$ cat src/rtl/cam_capture_binarize.sv
// cam_capture_binarize
//   Captures a DVP-style camera byte stream, extracts the luma byte of each
//   pixel, optionally decimates in both axes, thresholds luma to one bit and
//   emits a bitmap write stream. It also checks frame geometry.
//
// Ports
//   cam_pclk    : sole clock, rising edge
//   reset       : synchronous, active-high
//   cam_vsync   : high = idle, low = frame active
//   cam_href    : high = valid byte on cam_data
//   cam_data    : pixel byte stream
//   threshold   : binarisation level (quasi-static)
//   invert      : 1 = invert the binarised bit
//   capture_en  : frame arm enable, sampled at the vsync falling edge
//   wr_addr     : bitmap write address (registered, holds when wr_en=0)
//   wr_data     : binarised pixel (registered, holds when wr_en=0)
//   wr_en       : one-cycle write strobe
//   frame_done  : one-cycle pulse at the end of an armed frame
//   frame_ok    : geometry result, updated together with frame_done
//   dbg_state   : current FSM state (0 = IDLE, 1 = ACTIVE)
//
// Handshake: the write port is a fire-and-forget strobe with no ready. When
// wr_en=1, the wr_addr/wr_data pair is valid for exactly that cycle.
module cam_capture_binarize #(
  parameter int H_ACTIVE = 320,
  parameter int V_ACTIVE = 240,
  parameter int BPP      = 2,
  parameter int LUMA_IDX = 0,
  parameter int DECIM    = 1,
  parameter int ADDR_W   = 17
) (
  input  logic              cam_pclk,
  input  logic              reset,
  input  logic              cam_vsync,
  input  logic              cam_href,
  input  logic [7:0]        cam_data,
  input  logic [7:0]        threshold,
  input  logic              invert,
  input  logic              capture_en,
  output logic [ADDR_W-1:0] wr_addr,
  output logic              wr_data,
  output logic              wr_en,
  output logic              frame_done,
  output logic              frame_ok,
  output logic              dbg_state
);

  localparam int COL_W = $clog2(H_ACTIVE + 1);
  localparam int ROW_W = $clog2(V_ACTIVE + 1);
  localparam int PH_W  = (BPP > 1) ? $clog2(BPP) : 1;

  localparam logic [COL_W-1:0]  H_MAX    = COL_W'(H_ACTIVE);
  localparam logic [ROW_W-1:0]  V_MAX    = ROW_W'(V_ACTIVE);
  localparam logic [COL_W-1:0]  COL_MASK = COL_W'(DECIM - 1);
  localparam logic [ROW_W-1:0]  ROW_MASK = ROW_W'(DECIM - 1);
  localparam logic [PH_W-1:0]   PH_LAST  = PH_W'(BPP - 1);
  localparam logic [PH_W-1:0]   PH_LUMA  = PH_W'(LUMA_IDX);
  localparam logic [ADDR_W-1:0] LAST_A   =
    ADDR_W'((H_ACTIVE / DECIM) * (V_ACTIVE / DECIM) - 1);

  typedef enum logic {IDLE = 1'b0, ACTIVE = 1'b1} state_e;

  state_e            state_q, state_d;
  logic              vs_d1_q, vs_d1_d;
  logic              hr_d1_q, hr_d1_d;
  logic [7:0]        dat_d1_q, dat_d1_d;
  logic [PH_W-1:0]   phase_q, phase_d;
  logic [COL_W-1:0]  col_q, col_d;
  logic [ROW_W-1:0]  row_q, row_d;
  logic [ADDR_W-1:0] addr_q, addr_d;
  logic              err_q, err_d;
  logic [ADDR_W-1:0] wr_addr_q, wr_addr_d;
  logic              wr_data_q, wr_data_d;
  logic              wr_en_q, wr_en_d;
  logic              frame_done_q, frame_done_d;
  logic              frame_ok_q, frame_ok_d;

  // Edge detects compare the live pin against its registered copy, so an
  // edge is acted on in the same cycle the delayed copy still shows the old level.
  logic vsync_fall, vsync_rise, href_fall;
  assign vsync_fall = !cam_vsync &&  vs_d1_q;
  assign vsync_rise =  cam_vsync && !vs_d1_q;
  assign href_fall  = !cam_href  &&  hr_d1_q;

  always_comb begin
    state_d      = state_q;
    vs_d1_d      = cam_vsync;
    hr_d1_d      = cam_href;
    dat_d1_d     = cam_data;
    phase_d      = phase_q;
    col_d        = col_q;
    row_d        = row_q;
    addr_d       = addr_q;
    err_d        = err_q;
    wr_addr_d    = wr_addr_q;
    wr_data_d    = wr_data_q;
    wr_en_d      = 1'b0;
    frame_done_d = 1'b0;
    frame_ok_d   = frame_ok_q;

    if (vsync_fall) begin
      // Frame start, also allowed as a mid-frame restart.
      state_d = capture_en ? ACTIVE : IDLE;
      phase_d = '0;
      col_d   = '0;
      row_d   = '0;
      addr_d  = '0;
      err_d   = 1'b0;
    end else if (vsync_rise) begin
      if (state_q == ACTIVE) begin
        frame_done_d = 1'b1;
        frame_ok_d   = (row_q == V_MAX) && !err_q;
      end
      state_d = IDLE;
    end else if (state_q == ACTIVE) begin
      if (hr_d1_q) begin
        phase_d = (phase_q == PH_LAST) ? '0 : phase_q + 1'b1;
        if (phase_q == PH_LUMA) begin
          if ((col_q < H_MAX) && (row_q < V_MAX) &&
              ((col_q & COL_MASK) == '0) && ((row_q & ROW_MASK) == '0)) begin
            wr_en_d   = 1'b1;
            wr_data_d = (dat_d1_q > threshold) ^ invert;
            wr_addr_d = addr_q;
            if (addr_q != LAST_A) addr_d = addr_q + 1'b1;
          end
          // Column saturates, so a luma past the end marks the line as long.
          if (col_q < H_MAX) col_d = col_q + 1'b1;
          else               err_d = 1'b1;
        end
      end
      // The last byte of a line and href_fall land in the same cycle.
      // The capture above is applied first, so col_d includes that byte.
      if (href_fall) begin
        if (col_d != H_MAX) err_d = 1'b1;
        phase_d = '0;
        col_d   = '0;
        if (row_q < V_MAX) row_d = row_q + 1'b1;
      end
    end
  end

  always_ff @(posedge cam_pclk) begin
    if (reset) begin
      state_q      <= IDLE;
      vs_d1_q      <= 1'b1;
      hr_d1_q      <= 1'b0;
      dat_d1_q     <= '0;
      phase_q      <= '0;
      col_q        <= '0;
      row_q        <= '0;
      addr_q       <= '0;
      err_q        <= 1'b0;
      wr_addr_q    <= '0;
      wr_data_q    <= 1'b0;
      wr_en_q      <= 1'b0;
      frame_done_q <= 1'b0;
      frame_ok_q   <= 1'b0;
    end else begin
      state_q      <= state_d;
      vs_d1_q      <= vs_d1_d;
      hr_d1_q      <= hr_d1_d;
      dat_d1_q     <= dat_d1_d;
      phase_q      <= phase_d;
      col_q        <= col_d;
      row_q        <= row_d;
      addr_q       <= addr_d;
      err_q        <= err_d;
      wr_addr_q    <= wr_addr_d;
      wr_data_q    <= wr_data_d;
      wr_en_q      <= wr_en_d;
      frame_done_q <= frame_done_d;
      frame_ok_q   <= frame_ok_d;
    end
  end

  assign wr_addr    = wr_addr_q;
  assign wr_data    = wr_data_q;
  assign wr_en      = wr_en_q;
  assign frame_done = frame_done_q;
  assign frame_ok   = frame_ok_q;
  assign dbg_state  = state_q;

endmodule

$ cat config.mk
export PLATFORM = sky130hd
export DESIGN_NAME = cam_capture_binarize
export DESIGN_NICKNAME = d
export VERILOG_FILES = /design/src/rtl/cam_capture_binarize.sv
export SDC_FILE = /design/constraint.sdc
export NUM_CORES = 1
export LEC_CHECK = 0
export ABC_CLOCK_PERIOD_IN_PS = 2100
export BUFFER_PORTS_ARGS = -buffer_cell sky130_fd_sc_hd__buf_2
export CAP_MARGIN = 20
export CORE_MARGIN = 5
export CORE_UTILIZATION = 50
export DETAILED_ROUTE_END_ITERATION = 6
export GPL_TIMING_DRIVEN = 0
export PLACE_DENSITY_LB_ADDON = 0.05
export SYNTH_ARGS = -nofsm -noshare
export SYNTH_HDL_FRONTEND = slang
export SYNTH_SLANG_ARGS = --single-unit
$ cat constraint.sdc
create_clock -name cam_pclk -period 2.1 [get_ports cam_pclk]
set_input_delay 0.105 -clock cam_pclk [delete_from_list [all_inputs] [get_ports cam_pclk]]
set_output_delay 0.105 -clock cam_pclk [all_outputs]
set_load 0.02 [all_outputs]
## Yosys cells after proc, flatten, opt, wreduce, memory -nomap -nowiden

Cells that the tools add are included.

| cells by class | value |
|---|---|
| multiplexer cells | 20 |
| reductions and logical operators | 20 |
| add/subtract/negate cells | 4 |
| bitwise gates (word level) | 6 |
| order comparisons | 3 |
| equal/unequal tests | 3 |

Operators by type and width:

| operator | count |
|---|---|
| $mux 9 | 7 |
| $add 17x1->17 const B | 1 |
| $ne 17x17->1 const B | 1 |
| $mux 1 | 13 |
| $reduce_and 6->1 | 2 |
| $add 9x1->9 const B | 1 |
| $lt 9x9->1 const B | 1 |
| $ne 9x9->1 const B | 1 |
| $add 8x1->8 const B | 1 |
| $eq 8x8->1 const B | 1 |
| $gt 8x8->1 | 1 |
| $lt 8x8->1 const B | 1 |
| $reduce_and 3->1 | 2 |
| $reduce_or 6->1 | 1 |
| $logic_and 1x1->1 | 5 |
| $not 1->1 | 5 |
| $logic_not 1->1 | 4 |
| $reduce_and 4->1 | 1 |
| $reduce_bool 2->1 | 2 |
| $reduce_or 3->1 | 1 |
| $reduce_and 2->1 | 1 |
| $reduce_or 2->1 | 1 |
| $add 1x1->1 const B | 1 |
| $xor 1x1->1 | 1 |

| storage, ports and cells | value |
|---|---|
| bits of input ports | 22 |
| register bits after elaboration | 68 |
| output and inout bits | 22 |

## Depth between registers and ports, before layout

| depth | value |
|---|---|
| word-level depth | 10 |
| gate-level depth with buffers | 9 |
| depth with buffers taken out | 7 |

## Worst setup path before layout

Ideal clock, no wire load.

| timing | value |
|---|---|
| path type | reg2reg |
| from | register vs_d1_q |
| to | register row_q[6] |
| period minus slack after synthesis | 1905 ps |
| path slack | 195 ps |
| cell stages (with the launch flop) | 8 |
| library setup time | 59 ps |
| arrival | 1845 ps |
| required time | 2041 ps |
| cell sequence | dfxtp_1 inv_1 ha_1 nand3b_1 nor3b_2 nand4_1 or4_1 nand2_1 |

| between the ends | value |
|---|---|
| longest elaborated chain between the ends | 4 |
| elaborated cells between the ends (all ways) | 6 |
| classes of those cells | 1 x bitwise; 5 x reduce/logical |

RTL lines:

| what | RTL line | source |
|---|---|---|
| from (decl) | 64 | `logic vs_d1_q, vs_d1_d;` |
| from (signal assigned) | 160 | `vs_d1_q <= vs_d1_d;` |
| $logic_not 1->1 | 82 | `assign vsync_rise = cam_vsync && !vs_d1_q;` |
| $logic_and 1x1->1 | 82 |  |
| $not 1->1 (no source line) | n/a |  |
| $reduce_and 4->1 (no source line) | n/a |  |
| to (signal assigned) | 165 | `row_q <= row_d;` |
| to (decl) | 69 | `logic [ROW_W-1:0] row_q, row_d;` |

Parallel ways exist; a longest one is shown, timed or not.
A chain may end at the register's enable or synchronous reset.

## Worst setup path after layout

| timing | value |
|---|---|
| from | register vs_d1_q |
| to | register addr_q[5] |

| between the ends | value |
|---|---|
| longest elaborated chain between the ends | 4 |
| elaborated cells between the ends (all ways) | 6 |
| classes of those cells | 1 x bitwise; 5 x reduce/logical |

RTL lines:

| what | RTL line | source |
|---|---|---|
| $logic_not 1->1 | 82 |  |
| $logic_and 1x1->1 | 82 |  |
| $not 1->1 (no source line) | n/a |  |
| $reduce_and 6->1 (no source line) | n/a |  |
| to (signal assigned) | 166 | `addr_q <= addr_d;` |
| to (decl) | 70 | `logic [ADDR_W-1:0] addr_q, addr_d;` |

Parallel ways exist; a longest one is shown, timed or not.

==> flow_metrics.env <==
export IMPL_clock_latency_ns=0.34
export IMPL_async_flop_share_pct=0
export IMPL_holdCritStartpoint="cam_data[7]"
export IMPL_report_final_setup_viol=0
export IMPL_ctsRootBufferMaster="sky130_fd_sc_hd__clkbuf_8"
export IMPL_worst_hold_slack_ns=0.0163
export IMPL_gp_congestion=0.841
export IMPL_ys_seq_elements=68
export IMPL_hold_end="dat_d1_q[7]"
export IMPL_timing_rr_start="vs_d1_q"
export IMPL_setup_ws_ns=0.128
export IMPL_post_dp_cell_area_um2=3530
export IMPL_share_of_post_route_cells_with_drive_strength_above_1_pct=17.8
export IMPL_netlist_area_leader_share_pct=42.2
export IMPL_antenna_found_initial=0
export IMPL_overflow=0
export IMPL_post_route_cell_area_um2=3920
export IMPL_syn_avg_cell_area_um2=8.39
export IMPL_fillerInstances=589
export IMPL_synth_top_area_cell="sky130_fd_sc_hd__dfxtp_1"
export IMPL_clock_tree_from_tritoncts="done"
export IMPL_worst_path_max_delay_cell="sky130_fd_sc_hd__or3_1"
export IMPL_critPathRequiredTime_ns=2.37
export IMPL_synth_fp_nets=420
export IMPL_post_synth_main_area_contributors="sky130_fd_sc_hd__dfxtp_1 42%, sky130_fd_sc_hd__a21oi_1 6.4%, sky130_fd_sc_hd__ha_1 5.4%"
export IMPL_finalHoldViolations=0
export IMPL_area_of_the_die_um2=8150
export IMPL_max_cap_violations=0
export IMPL_antenna_cells_inserted=0
export IMPL_grt_util_all_layers_pct=18.7
export IMPL_syn_inst=384
export IMPL_dpl_worst_slack_ns=-0.00833
export IMPL_layout_cells_most_common="sky130_fd_sc_hd__dfxtp_1"
export IMPL_layout_worst_path_cycle_share_pct=93.9
export IMPL_cts_path_max_buffers=2
export IMPL_die_x_um=90.3
export IMPL_finalWorstPathRequiredPeriod_ns=1.97
export IMPL_worstSetupEndpointType="flop"
export IMPL_critical_path_class="reg -> reg"
export IMPL_clock_skew_ns=0.00897
export IMPL_synth_edff_count=0
export IMPL_pwr_density_cell_nw_per_um2=715
export IMPL_coreArea_um2=6310
export IMPL_io_pins=44
export IMPL_area_growth_synth_to_final_pct=21.6
export IMPL_pins_over_slew_limit=0
export IMPL_firstDrtPassIters=4
export IMPL_post_drt_via_cell_ratio=5.48
export IMPL_grt_first_pass_wirelength_um=12800
export IMPL_register_area_share_after_synthesis_pct=42.2
export IMPL_row_count=29
export IMPL_min_path_type="in -> reg"
export IMPL_wl_per_cell_um=14.2
export IMPL_whs_path_depth=2
export IMPL_synth_area_um2=3220
export IMPL_wirelength_um=7540
export IMPL_grt_pass1_vias=2688
export IMPL_leak_pwr_nw=1.50
export IMPL_grt_setup_unrepaired="false"
export IMPL_ys_dominant_reg_cell="sky130_fd_sc_hd__dfxtp_1"
export IMPL_worst_r2r_endpoint="addr_q[5]"
export IMPL_grt_max_degree=13
export IMPL_commonest_cells_after_routing_fill_and_taps_aside="68 x sky130_fd_sc_hd__dfxtp_1, 45 x sky130_fd_sc_hd__buf_2, 40 x sky130_fd_sc_hd__nand2_1, 40 x sky130_fd_sc_hd__a21oi_1, 34 x sky130_fd_sc_hd__o21ai_0"
export IMPL_critical_path_max_stage_delay_ns=0.37
export IMPL_cts_buffers=9
export IMPL_ys_warn_count=0
export IMPL_run_status="complete, no violations"
export IMPL_power_switching_share_pct=22.0
export IMPL_design_final_nets=485
export IMPL_netSwitchingPower_uw=617
export IMPL_timing_critical_path_from_type="flop"
export IMPL_logic_pwr_share_pct=5.5
export IMPL_ir_drop_uv=437
export IMPL_tightest_slew_ns=0.582
export IMPL_drt_antenna_violating_nets=0
export IMPL_cts_reportedPaths_clkPinSlew_ns=0.08
export IMPL_drt_first_iter_violations=122
export IMPL_share_clk_of_total_power_pct=47.8
export IMPL_io_buffers=43
export IMPL_multi_input_comb_area_um2=1740
export IMPL_effective_utilization_at_floorplan_pct=51.1
export IMPL_highest_clock_frequency_the_design_can_meet_ghz=0.507
export IMPL_timing_critical_path_cells="inv_1 > ha_2 > nor2b_1 > buf_4 > nand4_4 > a21o_4 > buf_6 > or3_1 > a21oi_2"
export IMPL_power_share_sequential_pct=46.6
export IMPL_setup_reg_to_reg_worst_slack_ns=0.13
export IMPL_die_y_um=90.3
export IMPL_detail_route_drc_violations=0
export IMPL_internal_power_summed_over_all_cells_mw=2.19
export IMPL_detailroute_via_count=2909
export IMPL_synth_distinct_cells=57
export IMPL_r2r_worst_path_depth=9
export IMPL_maxSlewHeadroom_pct=61.2
export IMPL_number_of_clock_sinks_seen_by_cts=68
export IMPL_worst_ep_arrival_time_ns=2.25
export IMPL_cts_h_tree_depth=3
export IMPL_seqCellArea_um2=1360
export IMPL_hpwlAfterDp_um=5280
export IMPL_crit_path_max_fanout=10
## metrics by stage
step / std cells / TNS [ns] / power (mW) / utilization [%]
floorplan: 384 / 0 / 1.42 / -
global placement: 504 / 0 / 1.47 / 56.0
detailed placement: 504 / -0.00833 / 1.48 / 56.0
CTS: 528 / 0 / 2.82 / 61.3
global route: 531 / 0 / 2.91 / 62.1
finish: 531 / 0 / 2.80 / 62.1
## power by group through the flow
| stage | sequential (mW) | clock (mW) | combinational [mW] |
|---|---|---|---|
| 6_report | 1.31 | 1.34 | 0.155 |
| 4_1_cts | 1.31 | 1.36 | 0.152 |
| 2_1_floorplan | 1.34 | 0 | 0.0855 |
| 3_3_place_gp | 1.34 | 0 | 0.138 |
| 3_5_place_dp | 1.34 | 0 | 0.140 |
| 5_1_grt | 1.31 | 1.42 | 0.177 |
## state kept, by name (all words and copies together) (netlist names)
register / flops
addr_q: 17
dat_d1_q: 8
dbg_state: 1
wr_en: 1
frame_ok: 1
vs_d1_q: 1
err_q: 1
hr_d1_q: 1
phase_q: 1
wr_addr: 17
row_q: 8
wr_data: 1
col_q: 9
frame_done: 1
## critical path, delay by kind of cell (launching register included)
kind	cells	cell delay, ns
buf+inv	3	0.37
fa+ha+maj	1	0.19
compound gates	2	0.39
simple gates	3	0.64
flops	1	0.34
## synthesized netlist by cell type (all sizes together), types with 4 or more instances
library cell	number
dfxtp	68
a21oi	41
nand2	40
o21ai	36
nor2	28
inv	17
ha	14
clkbuf	13
nand4	13
nor2b	11
nor3	9
or3	8
xnor2	6
xor2	6
buf	5
nand3	5
or4	5
a211oi	4
nor3b	4
o21a	4
## timing repair
action | in CTS | in global routing
setup endpoints to repair | 1 | 26
hold buffers | 8 | 0
endpoints found under the hold margin | 8 | 0
resized for setup | 1 | 10
pin swaps | 0 | 1
setup buffers | 0 | 3
## metal layers
layer	track usage, %	vias up	share of wire [%]
li1	-	1504	-
met1	26.8	1336	49
met2	28.1	57	45
met3	3.58	12	3.7
met4	6.33	0	1.6
met5	0	-	0
## worst max-delay path by stage
| stage | startpoint | end | slack [ns] | cells after the start |
|---|---|---|---|---|
| final | vs_d1_q | addr_q[5] | 0.13 | 9 |
| after detailed placement | vs_d1_q | row_q[6] | -0.008 | 7 |
| after CTS | vs_d1_q | addr_q[12] | 0.0007 | 8 |
| after global placement | vs_d1_q | row_q[6] | 0.01 | 7 |
| after global routing | vs_d1_q | addr_q[7] | 0.04 | 9 |
| after floorplan | vs_d1_q | row_q[6] | 0.20 | 7 |
## final cells by class
class                      instances  share of cell area (%)
multi-input combinational        281                    44.4
sequential                        68                    34.7
timing repair buffer              54                    8.11
clock buffer                      10                    3.51
clock inverter                     6                    2.84
tap                               77                    2.46
buffer                            18                    2.30
inverter                          17                    1.63
## cell families (layout without fill, tap and decap cells)
kind of cell | after synthesis | count (layout) | share of synthesized area, %
buf+inv | 35 | 105 | 4.66
flops | 68 | 68 | 42.2
compound gates | 106 | 106 | 19.1
mux | 1 | 1 | 0.311
xor+xnor | 12 | 12 | 3.26
simple gates | 148 | 148 | 25.0
fa+ha+maj | 14 | 14 | 5.43
No activity file was read; power rests on OpenSTA's default activity.
